**config.mk**
```make
export PLATFORM = sky130hd
export DESIGN_NAME = fifo_nibble_packer
export DESIGN_NICKNAME = d
export VERILOG_FILES = /design/src/rtl/fifo_nibble_packer.sv
export SDC_FILE = /design/constraint.sdc
export NUM_CORES = 1
export LEC_CHECK = 0
export ABC_AREA = 1
export BUFFER_PORTS_ARGS = -buffer_cell sky130_fd_sc_hd__clkbuf_2
export CORE_MARGIN = 1.5
export CORE_UTILIZATION = 30
export DETAILED_ROUTE_END_ITERATION = 16
export PLACE_DENSITY_LB_ADDON = 0.15
export SLEW_MARGIN = 20
export SYNTH_ARGS = -nofsm -noshare
export SYNTH_HDL_FRONTEND = slang
export SYNTH_SLANG_ARGS = --single-unit
export TNS_END_PERCENT = 50
```
**constraint.sdc**
```tcl
create_clock -name clk -period 4.08 [get_ports clk]
set_clock_uncertainty 0.05 [all_clocks]
set_input_delay 0.408 -clock clk [delete_from_list [all_inputs] [get_ports clk]]
set_output_delay 0.408 -clock clk [all_outputs]
set_load 0.01 [all_outputs]
```
**src/rtl/fifo_nibble_packer.sv**
```systemverilog
// Drains 4-bit entries from a sync_fifo read port and packs NIBBLES of them per output word,
// LSB-first, on a valid/ready handshake; flush emits a zero-padded partial word.
module fifo_nibble_packer #(
  parameter int unsigned  DATA_W  = 4,
  parameter int unsigned  NIBBLES = 4,
  localparam int unsigned OUT_W   = DATA_W * NIBBLES,
  localparam int unsigned CNT_W   = $clog2(NIBBLES + 1),
  localparam int unsigned SLOT_W  = $clog2(NIBBLES)
) (
  input  logic              clk,
  input  logic              rst_a,
  input  logic              fifo_empty,
  input  logic [DATA_W-1:0] fifo_data,
  output logic              fifo_rd_en,
  input  logic              flush,
  output logic [OUT_W-1:0]  word_out,
  output logic              word_valid,
  input  logic              word_ready,
  output logic              word_partial,
  output logic [CNT_W-1:0]  nib_count
);

  typedef enum logic [0:0] {StFill, StHold} state_e;

  state_e             r_state, w_state_next;
  logic [OUT_W-1:0]   r_word, w_word_next;
  logic               r_partial, w_partial_next;
  logic [CNT_W-1:0]   r_nib, w_nib_next;
  logic               r_rd_pending, w_rd_pending_next;
  logic               r_flush_req, w_flush_next;
  logic               w_rd_en;
  logic [CNT_W:0]     w_inflight;
  logic [SLOT_W-1:0]  w_slot;

  always_ff @(posedge clk) begin
    if (rst_a) begin
      r_state      <= StFill;
      r_word       <= '0;
      r_partial    <= 1'b0;
      r_nib        <= '0;
      r_rd_pending <= 1'b0;
      r_flush_req  <= 1'b0;
    end else begin
      r_state      <= w_state_next;
      r_word       <= w_word_next;
      r_partial    <= w_partial_next;
      r_nib        <= w_nib_next;
      r_rd_pending <= w_rd_pending_next;
      r_flush_req  <= w_flush_next;
    end
  end

  // In-flight reads are counted so the word can never overfill.
  assign w_inflight = {1'b0, r_nib} + (CNT_W + 1)'(r_rd_pending);
  assign w_slot     = r_nib[SLOT_W-1:0];

  always_comb begin
    w_state_next   = r_state;
    w_word_next    = r_word;
    w_partial_next = r_partial;
    w_nib_next     = r_nib;
    w_flush_next   = r_flush_req;
    w_rd_en        = 1'b0;

    unique case (r_state)
      StFill: begin
        w_rd_en = ~fifo_empty & ~r_flush_req & (w_inflight < (CNT_W + 1)'(NIBBLES));
        if (flush) begin
          w_flush_next = 1'b1;
        end
        if (r_rd_pending) begin
          // First nibble of a new word clears stale slots so partial words pad with zero.
          if (r_nib == '0) begin
            w_word_next = '0;
          end
          w_word_next[w_slot*DATA_W +: DATA_W] = fifo_data;
          w_nib_next = r_nib + CNT_W'(1);
          if (w_nib_next == CNT_W'(NIBBLES)) begin
            w_state_next   = StHold;
            w_partial_next = 1'b0;
          end
        end else if (r_flush_req) begin
          w_flush_next = 1'b0;
          if (r_nib != '0) begin
            w_state_next   = StHold;
            w_partial_next = 1'b1;
          end
        end
      end
      StHold: begin
        if (word_ready) begin
          w_state_next   = StFill;
          w_nib_next     = '0;
          w_partial_next = 1'b0;
          w_flush_next   = 1'b0;
        end
      end
      default: w_state_next = StFill;
    endcase
  end

  assign w_rd_pending_next = w_rd_en & ~fifo_empty;

  assign fifo_rd_en   = w_rd_en;
  assign word_out     = r_word;
  assign word_valid   = (r_state == StHold);
  assign word_partial = r_partial;
  assign nib_count    = r_nib;

endmodule
```
**Word level (Yosys, flattened, before mapping)**

Cells that the tools add are included.

- Add/sub/neg operators: 3
- Multipliers: 0
- Div/mod/pow operators: 0
- Magnitude comparators: 1
- Equality and inequality tests: 6
- Shift-type cells: 2
- Mux-type cells: 24
- Bitwise gates (word level): 6
- Reduce and logical (&&, ||, !) cells: 5

Operator list:

| cell | number |
|---|---|
| 16-bit two-way mux | 3 |
| 4-bit negation with 34-bit output | 1 |
| 4-bit by 34-bit variable shift with 16-bit output (first input constant) | 1 |
| 4-bit by 34-bit variable part select with 16-bit output | 1 |
| 16-bit bitwise mux | 1 |
| 1-bit two-way mux | 14 |
| 3-bit != test (second input constant) | 3 |
| 3-bit two-way mux | 2 |
| 1-bit one-hot mux with 2 select lines | 3 |
| 3-bit one-hot mux with 2 select lines | 1 |
| 3-bit by 1-bit adder with 4-bit output | 1 |
| 4-bit by 3-bit < comparator with 1-bit output (second input constant) | 1 |
| 2-bit != test (second input constant) | 2 |
| 2-bit AND reduction | 2 |
| 4-bit AND reduction | 1 |
| 3-bit by 1-bit adder with 3-bit output (second input constant) | 1 |
| 1-bit bitwise AND | 3 |
| 3-bit equality test (second input constant) | 1 |
| 3-bit logical NOT | 1 |
| 1-bit inverter | 3 |
| 3-bit nonzero test | 1 |

- Register bits after elaboration: 23
- Bits in latches: 0
- RAM bits: 0
- Memory bits (read-only): 0
- Input bits: 9
- Output and inout port bits: 22
- Logic and storage cells: 53
- Memories kept: 0

**Depth between registers and ports, before layout**

Gate-level depths: netlist of run 1.

- Word-level depth: 5
- Gate-level depth with buffers: 9
- Depth with buffers taken out: 9

**Least setup slack after synthesis of run 1**

Ideal clock, no wire load.

- Path kind: register -> register
- From: reg r_nib[0], in the netlist nib_count[0]
- To: reg r_word[12], in the netlist word_out[12]
- Library setup time: 64 ps
- Arrival: 1,350 ps
- Path slack: 2,617 ps
- Cell stages (with the launch flop): 8
- Period minus slack after synthesis: 1,463 ps
- Path through: dfxtp_1 -> inv_2 -> ha_1 -> nor2_1 -> nand2_1 -> nand2_1 -> nand2_1 -> nor2_1

- Word-level cells in the longest chain between the ends: 5
- Elaborated cells on any way between the ends: 8

Ends and longest elaborated chain:

| item | line | RTL |
|---|---|---|
| start, declared | 28 | `logic [CNT_W-1:0] r_nib, w_nib_next;` |
| start signal, assigned | 47 | `r_nib <= w_nib_next;` |
| parallel branches: the longest is 4 deep, another holds 4-bit negation with 34-bit output | -- |  |
| 16-bit bitwise mux (*) | 76 | `w_word_next[w_slot*DATA_W +: DATA_W] = fifo_data;` |
| end signal, assigned | 45 | `r_word <= w_word_next;` |
| end, declared | 26 | `logic [OUT_W-1:0] r_word, w_word_next;` |

Every way passes the cells marked *. The select of a mux whose other input is x is not followed.
A chain may end at the register's enable or synchronous reset.

**Worst setup path after layout of run 1**

- From: reg r_nib[0], in the netlist nib_count[0]
- To: out fifo_rd_en

- Word-level cells in the longest chain between the ends: 4

Ends and longest elaborated chain:

| item | line | RTL |
|---|---|---|
| 3-bit by 1-bit adder with 4-bit output | 54 | `assign w_inflight = {1'b0, r_nib} + (CNT_W + 1)'(r_rd_pending);` |
| 4-bit by 3-bit < comparator with 1-bit output | 67 | `w_rd_en = ~fifo_empty & ~r_flush_req & (w_inflight < (CNT_W + 1)'(NIBBLES));` |
| 1-bit bitwise AND | 67 |  |
| 1-bit two-way mux | 65 | `unique case (r_state)` |
| end, declared | 14 | `output logic fifo_rd_en,` |

Every way passes these cells.

==> results of run 1 <==
==> worst max-delay path: stages, from the launching register on <==
cell	delay, ns
dfxtp_1	0.44
inv_2	0.13
nor3_1	0.28
nor2_1	0.06
clkbuf_2	0.13
==> cells by family after synthesis <==
family                     Yosys count  synth area share (%)
buffers and inverters               23                  7.38
AOI/OAI and AO/OA                   19                  11.3
DFF                                 23                  38.8
adders and majority gates            6                  6.32
and+or+nand+nor                    106                  36.2
==> power breakdown <==
| group | leakage, nW | internal [mW] | switching [mW] |
|---|---|---|---|
| clock network | 0.0228 | 0.0696 | 0.0668 |
| logic | 0.473 | 0.0360 | 0.0612 |
| registers | 0.188 | 0.240 | 0.00918 |
| total | 0.684 | 0.345 | 0.137 |
==> per-layer routing <==
layer	up-vias	GRT usage (%)	part of all wire, %
met5	-	0	0
met4	0	4.69	1.4
met3	4	2.73	5.0
met2	25	20.1	40
met1	449	18.8	54
li1	611	-	-
==> flip-flops by register name, summed over array words and instances (netlist names) <==
| register | count |
|---|---|
| nib_count | 3 |
| r_flush_req | 1 |
| r_rd_pending | 1 |
| word_out | 16 |
| word_partial | 1 |
| word_valid | 1 |
==> cells in the mapped netlist <==
cell       n
a21oi_4    3
clkbuf_1   1
nand2_1   52
nand2_4    2
dfxtp_1   23
or2_1      1
a21oi_1    6
a31oi_1    4
nor3_1     2
nor2_2     2
inv_2      6
nor2_1    41
inv_1     15
clkinv_2   1
nand3_1    6
ha_1       6
o21ai_1    6
==> worst max path at each step <==
stage                         to    startpoint  cells after the start  slack (ns)
global placement     word_out[4]  nib_count[0]                      7        2.51
CTS                   fifo_rd_en  nib_count[0]                      4        2.28
detailed placement   word_out[7]  nib_count[0]                      7        2.48
floorplan           word_out[12]  nib_count[0]                      7        2.62
global route          fifo_rd_en  nib_count[0]                      4        2.14
finish                fifo_rd_en  nib_count[0]                      4        2.32
==> layout make-up <==
cell class,instances,area [sq um]
Multi-Input combinational cell,131,639
Sequential cell,23,460
Fill cell,443,2300
Inverter,22,83.8
Tap cell,48,60.1
Timing Repair Buffer,30,150
Clock buffer,4,45.0
==> per-stage QoR <==
stage	hold WS (ns)	std cells	setup slack [ns]
after global routing	0.365	258	2.14
after floorplan	0.383	177	2.62
after detailed placement	0.390	254	2.48
after CTS	0.339	258	2.28
after global placement	0.389	254	2.51
final	0.349	258	2.32
==> flow_summary_export.csv, run 1 <==
group,metric,value,unit
status,status,"completed",
yosys,syn_area,1190,sq um
grt,grt_usage,13.3,%
hold_path,hold_class,"primary input to flip-flop",
floorplan,die_area,4340,sq um
setup_path,cp-end-kind,"output port",
drt,drc,0,
setup_path,cp-start-kind,"flip-flop",
floorplan,rows,22,
placement,port-buffer-count,30,
setup_path,timing.reg2reg.setup_slack,2.47,ns
clock_network,cts.sinks,23,
setup_path,reg2reg_depth,7,
hold_path,whs_endpoint,"r_flush_req",
finish,mostFrequentLayoutCells,"nand2_1 (52), nor2_1 (41), clkbuf_2 (30)",
setup_path,r2r_end,"word_out[7]",
placement,placed_area,1390,sq um
clock_network,cts_max_level,1,
power_and_ir_drop,p_total,482,uW
finish,diodes,0,
drt,dr.pass1.iters,4,
clock_network,clk_pin_slew_worst_paths,0.07,ns
power_and_ir_drop,p_leak,0.684,nW
grt,grt-ovfl-total,0,
clock_network,tritoncts,"yes",
flow_run,max-cap-violations,0,
clock_network,cts_buffer_depth,2,
placement,place_congestion,0.828,
finish,nets,226,
timing,post-route-period-util,43.2,%
yosys,yosysTopAreaCell,"dfxtp_1",
clock_network,cts_buffers,3,
clock_network,post-cts-setup-buffers,0,
yosys,synthCells,177,
setup_path,critPathArrivalTime,1.30,ns
power_and_ir_drop,p_per_area,335,nW/um^2
timing,fin_setup_tns,0,ns
yosys,synth-seq-area-share,38.8,%
clock_network,insertion_delay,0.26,ns
floorplan,die_h,65.9,microns
yosys,synth-seq-cells,23,
floorplan,fp.dieW,65.9,microns
floorplan,initial_core_util,31.7,%
placement,dp_hpwl,1990,microns
setup_path,critPathKind,"flip-flop to output port",
timing,slew_violations,0,
floorplan,num_io_pins,31,
clock_network,holdBufCountCts,0,
timing,finalHoldViolCount,0,
grt,first_global_vias,1066,
finish,syn2layout_area_growth,21.2,%
yosys,synthTopCellsByArea,"dfxtp_1 (39%), nand2_1 (16%), nor2_1 (13%)",
timing,finalSetupViolations,0,
yosys,synth_area_per_cell,6.71,sq um
timing,period_minus_slack,1.76,ns
floorplan,core_area,3740,sq um
setup_path,critPathMaxFanout,10,
setup_path,r2r_start,"nib_count[0]",
drt,totalWireLength,2520,microns
drt,vias_per_cell,4.22,
finish,utilization,38.4,%
timing,slew_headroom,79.1,%
yosys,netlist.area_leader.share,38.8,%
drt,dr.first_iter.drc_count,31,
timing,max_freq,568,MHz
drt,avgRoutedWirePerCell,9.78,microns
clock_network,cts_root_buf,"clkbuf_8",
yosys,synth.distinct_cells,17,
finish,fin_area,1440,sq um
power_and_ir_drop,max-vdd-ir-drop,0.144,mV
drt,antenna_left,0,
timing,rsz0062_at_grt,"no",
finish,final_common_cell,"nand2_1",
hold_path,min_from,"flush",
clock_network,cts_resized,0,
grt,grt_first_pass_wirelength,4600,microns
yosys,yosys_warnings,0,
drt,num_vias,1089,
grt,antenna_found_initial,0,
hold_path,holdPathStages,3,
finish,drive_gt1_share,22.4,%
yosys,syn_nets,192,
grt,grt_start_max_net_pins,19,
setup_path,worstPathRequired,3.62,ns
timing,worstMarginPinSlew,0.313,ns
No activity file was read; power rests on OpenSTA's default activity.
==> run 2, diff against run 1 <==
==> constraint.sdc (replaced) <==
create_clock -name clk -period 1.7 [get_ports clk]
set_clock_uncertainty 0.05 [all_clocks]
set_input_delay 0.17 -clock clk [delete_from_list [all_inputs] [get_ports clk]]
set_output_delay 0.17 -clock clk [all_outputs]
set_load 0.01 [all_outputs]
==> run 2 against run 1 <==
Net effect:
- register-to-register slack lost 2.3 ns
- via count grew 3.1%
- sequential share of layout area shrank 0.22 points
- global-route usage grew 0.60 points
- total power grew 140%
- clock power grew 150%
- sequential power grew 140%
==> flow_summary_export.csv, run 2 (same netlist as run 1, synthesis figures left out) <==
group,metric,value,unit
status,status,"completed",
grt,grt_first_pass_wirelength,4690,microns
setup_path,cp_slowest_cell,"dfxtp_2",
drt,drc,0,
setup_path,cp.depth,8,
power_and_ir_drop,p_leak,0.689,nW
clock_network,cts_root_buf,"clkbuf_8",
floorplan,initial_core_util,31.7,%
drt,dr.pass1.iters,4,
hold_path,min_from,"rst_a",
floorplan,num_io_pins,31,
finish,final_common_cell,"nand2_1",
setup_path,cp_top_family,"flip-flops",
power_and_ir_drop,p_per_area,808,nW/um^2
finish,mostFrequentLayoutCells,"nand2_1 (52), nor2_1 (40), clkbuf_2 (30)",
floorplan,core_area,3740,sq um
timing,slew_headroom,80.8,%
finish,syn2layout_area_growth,22.3,%
timing,finalSetupViolations,0,
setup_path,timing.reg2reg.setup_slack,0.18,ns
timing,worstMarginPinSlew,0.287,ns
setup_path,worstPathRequired,1.86,ns
drt,vias_per_cell,4.34,
timing,fin_setup_tns,0,ns
setup_path,cp-end-kind,"flip-flop",
floorplan,fp.dieW,65.9,microns
finish,drive_gt1_share,24.2,%
drt,dr.first_iter.drc_count,44,
placement,dp_hpwl,2030,microns
setup_path,r2r_end,"word_out[8]",
setup_path,cpMostUsedCell,"nand2_1",
setup_path,r2r_start,"nib_count[0]",
finish,fin_area,1450,sq um
clock_network,cts_buffers,3,
setup_path,cp-startpoint,"nib_count[0]",
floorplan,die_area,4340,sq um
setup_path,cp-start-kind,"flip-flop",
setup_path,reg2reg_depth,8,
clock_network,clk_pin_slew_worst_paths,0.08,ns
timing,rsz0062_at_grt,"no",
clock_network,insertion_delay,0.26,ns
setup_path,cpPeakStageDelay,0.40,ns
setup_path,crit_end,"word_out[8]",
finish,nets,227,
drt,totalWireLength,2680,microns
grt,grt_start_max_net_pins,19,
timing,max_freq,658,MHz
timing,slew_violations,0,
setup_path,critPathMaxFanout,10,
timing,finalHoldViolCount,0,
timing,period_minus_slack,1.52,ns
clock_network,cts.sinks,23,
clock_network,cts_buffer_depth,2,
flow_run,max-cap-violations,0,
hold_path,hold_class,"primary input to flip-flop",
timing,post-route-period-util,89.4,%
setup_path,critPathKind,"flip-flop to flip-flop",
drt,avgRoutedWirePerCell,10.4,microns
placement,port-buffer-count,30,
grt,grt-ovfl-total,0,
floorplan,rows,22,
clock_network,tritoncts,"yes",
grt,first_global_vias,1045,
setup_path,critPathArrivalTime,1.68,ns
grt,grt_usage,13.9,%
power_and_ir_drop,max-vdd-ir-drop,0.502,mV
clock_network,cts_max_level,1,
drt,antenna_left,0,
setup_path,path_cells,"inv_2, ha_2, nand3_1, inv_1, nand2_1, nand2_1, nand2_1, nor2_1",
finish,largest_register_ffs,16,
placement,place_congestion,0.832,
drt,num_vias,1123,
finish,diodes,0,
grt,antenna_found_initial,0,
setup_path,critPathBufInv,2,
floorplan,die_h,65.9,microns
placement,placed_area,1400,sq um
[run 2: changes by cell type in the layout (fill, tap and decap cells not counted), sizes merged]
| cell | delta |
|---|---|
| buf | +1 |
[run 2: power breakdown]
part	total, mW	internal (mW)	switching (mW)
combinational	0.238	0.0888	0.149
clock	0.338	0.167	0.171
sequential	0.597	0.575	0.0220
total	1.17	0.831	0.342
[run 2: layout make-up]
cell class	instances	area, sq um
Inverter	22	83.8
Timing Repair Buffer	31	158
Tap cell	48	60.1
Multi-Input combinational cell	131	644
Sequential cell	23	462
Fill cell	446	2290
Clock buffer	4	45.0
[run 2: routing by layer]
metal | track usage (%) | vias to the layer above | part of all wire [%] | wire length [microns]
met5 | 0 | - | 0 | 0
met4 | 3.91 | 0 | 0.71 | 19
met3 | 4.09 | 2 | 4.7 | 125
met2 | 20.3 | 27 | 42 | 1110
met1 | 19.8 | 479 | 53 | 1420
li1 | - | 615 | - | -
[run 2: worst min path at each step]
| stage | endpoint | slack, ns | cells past startpoint |
|---|---|---|---|
| floorplan | nib_count[1] | 0.19 | 1 |
| global placement | r_flush_req | 0.38 | 3 |
| detailed placement | r_flush_req | 0.38 | 3 |
| CTS | r_flush_req | 0.09 | 3 |
| global route | word_valid | 0.12 | 2 |
| finish | nib_count[2] | 0.10 | 2 |
[run 2: repair_timing]
| item | 4_1_cts | 5_1_grt |
|---|---|---|
| endpoints found under the setup margin | 0 | 12 |
| hold buffers | 0 | 0 |
| resized for setup | 0 | 3 |
| setup buffers | 0 | 0 |
[run 2: worst register-to-register path, cell delays in order, from the launching register on]
cell and delay (ns):
dfxtp_2 0.40, inv_2 0.11, ha_2 0.40, nand3_1 0.13, inv_1 0.12, nand2_1 0.07, nand2_1 0.06, nand2_1 0.04
nor2_1 0.08
[run 2: metrics by stage]
stage	setup WS, ns	hold WS [ns]	util [%]	power, mW	std cells
after floorplan	0.237	0.189	-	0.769	177
after global placement	0.135	0.380	37.4	0.848	255
after detailed placement	0.0945	0.383	37.4	0.847	255
after CTS	0.0670	0.0933	38.6	1.20	259
after global routing	0.0418	0.115	38.8	1.26	259
final	0.180	0.103	38.8	1.17	259
==> run 3, diff against run 2 <==
--- a/config.mk
+++ b/config.mk
@@ -11,6 +11,7 @@
 export CORE_UTILIZATION = 30
 export DETAILED_ROUTE_END_ITERATION = 16
 export PLACE_DENSITY_LB_ADDON = 0.15
+export SKIP_CTS_REPAIR_TIMING = 1
 export SLEW_MARGIN = 20
 export SYNTH_ARGS = -nofsm -noshare
 export SYNTH_HDL_FRONTEND = slang
==> constraint.sdc (replaced) <==
create_clock -name clk -period 1.9 [get_ports clk]
set_clock_uncertainty 0.05 [all_clocks]
set_input_delay 0.19 -clock clk [delete_from_list [all_inputs] [get_ports clk]]
set_output_delay 0.19 -clock clk [all_outputs]
set_load 0.005 [all_outputs]
==> run 3 against run 2 <==
Net effect:
- register-to-register slack better by 0.11 ns
- combinational power down 17%
- sequential power down 11%
- via count up 0.53%
- flip-flop and latch count unchanged
- first-iteration DRC count up 9.1%
- design area down 0.86%
- core utilization down 0.33 points
- sequential share of layout area up 0.19 points
- critical path type unchanged
- critical endpoint is now word_out[5]
- largest cell class unchanged
==> flow_summary_export.csv, run 3 (same netlist as run 1, synthesis figures left out) <==
group,metric,value,unit
finish,seq_area,460,sq um
power_and_ir_drop,max-vdd-ir-drop,0.289,mV
placement,dp_hpwl,2000,microns
finish,multiInputGateArea,639,sq um
timing,rsz0062_at_grt,"no",
drt,dr.pass1.iters,4,
timing,hold_ws,0.125,ns
hold_path,whs_endpoint,"r_flush_req",
flow_run,max-cap-violations,0,
drt,dr.first_iter.drc_count,48,
clock_network,clk_pin_slew_worst_paths,0.08,ns
timing,slew_violations,0,
power_and_ir_drop,internal-power,738,uW
drt,vias_per_cell,4.38,
setup_path,worstPathRequired,2.02,ns
floorplan,initial_core_util,31.7,%
floorplan,rows,22,
clock_network,cts_max_level,1,
finish,syn2layout_area_growth,21.3,%
finish,mostFrequentLayoutCells,"nand2_1 (52), nor2_1 (41), clkbuf_2 (30)",
grt,first_global_vias,1057,
setup_path,cp-end-kind,"flip-flop",
timing,fin_setup_tns,0,ns
floorplan,num_io_pins,31,
drt,totalWireLength,2580,microns
hold_path,holdPathStages,3,
grt,grt_usage,13.5,%
floorplan,core_area,3740,sq um
floorplan,fp.dieW,65.9,microns
clock_network,cts_root_buf,"clkbuf_8",
clock_network,insertion_delay,0.26,ns
power_and_ir_drop,p_sw,294,uW
finish,nets,226,
setup_path,critPathArrivalTime,1.73,ns
finish,diodes,0,
clock_network,tritoncts,"yes",
clock_network,cts_buffer_depth,2,
timing,post-route-period-util,84.7,%
clock_network,cts.sinks,23,
grt,grt_start_max_net_pins,19,
power_and_ir_drop,p_per_area,716,nW/um^2
clock_network,cts_buffers,3,
grt,grt_first_pass_wirelength,4580,microns
placement,place_ws,0.304,ns
setup_path,cp-start-kind,"flip-flop",
timing,finalSetupViolations,0,
hold_path,min_from,"flush",
timing,slew_headroom,79.3,%
placement,port-buffer-count,30,
grt,grt-ovfl-total,0,
setup_path,timing.reg2reg.setup_slack,0.29,ns
timing,worstMarginPinSlew,0.311,ns
power_and_ir_drop,clkPwrFrac,29.1,%
setup_path,r2r_start,"nib_count[0]",
setup_path,critPathMaxFanout,10,
finish,fill_cells,443,
grt,antenna_found_initial,0,
status,status,"completed",
drt,avgRoutedWirePerCell,10.0,microns
power_and_ir_drop,power_frac_comb,19.2,%
hold_path,hold_class,"primary input to flip-flop",
drt,drc,0,
power_and_ir_drop,seq_power_share,51.8,%
finish,largest_register_ffs,16,
power_and_ir_drop,p_leak,0.687,nW
timing,max_freq,621,MHz
power_and_ir_drop,switching_share,28.5,%
placement,place_congestion,0.828,
floorplan,die_h,65.9,microns
setup_path,critPathKind,"flip-flop to flip-flop",
setup_path,r2r_end,"word_out[5]",
setup_path,reg2reg_depth,7,
drt,num_vias,1129,
timing,period_minus_slack,1.61,ns
floorplan,die_area,4340,sq um
drt,antenna_left,0,
finish,drive_gt1_share,22.9,%
timing,worst_slack,0.291,ns
timing,finalHoldViolCount,0,
finish,final_common_cell,"nand2_1",
[run 3: worst max-delay path by stage]
stage                             from           end  slack, ns
after floorplan           nib_count[0]   word_out[4]       0.48
final                     nib_count[0]   word_out[5]       0.29
after detailed placement  nib_count[0]  word_out[14]       0.30
after CTS                 nib_count[0]  word_out[14]       0.28
after global routing      nib_count[0]  word_out[13]       0.08
after global placement    nib_count[0]   word_out[4]       0.33
[run 3: layout make-up]
cell class / instances / share of cell area (%)
Clock inverter: 1 / 0.348
Sequential cell: 23 / 32.0
Timing Repair Buffer: 30 / 10.4
Clock buffer: 3 / 2.87
Inverter: 22 / 5.82
Tap cell: 48 / 4.17
Multi-Input combinational cell: 131 / 44.4
[run 3: power groups by stage]
stage / logic (mW) / clock network (mW) / registers, mW
6_report: 0.198 / 0.300 / 0.534
2_1_floorplan: 0.129 / 0 / 0.547
3_5_place_dp: 0.198 / 0 / 0.546
3_3_place_gp: 0.199 / 0 / 0.546
4_1_cts: 0.200 / 0.313 / 0.535
5_1_grt: 0.228 / 0.333 / 0.539
[run 3: critical path, cell delays in order (launching register included)]
cell and delay [ns]:
dfxtp_1 0.37, inv_2 0.17, ha_1 0.36, nand2_4 0.13, a21oi_4 0.24, nand2_1 0.08, nand2_1 0.07, nor2_1 0.04
[run 3: metal layers]
layer | vias to the layer above | part of all wire (%) | global-route usage [%]
met5 | - | 0 | 0
met4 | 0 | 1.5 | 5.47
met3 | 4 | 4.6 | 2.90
met2 | 24 | 39 | 19.6
met1 | 486 | 54 | 19.2
li1 | 615 | - | -
[run 3: metrics by stage]
step	utilization, %	instances	cell area [sq um]	power (mW)
after CTS	38.5	258	1440	1.05
after global routing	38.5	258	1440	1.10
after detailed placement	37.2	254	1390	0.744
final	38.5	258	1440	1.03
after global placement	37.2	254	1390	0.745
after floorplan	-	177	1190	0.676
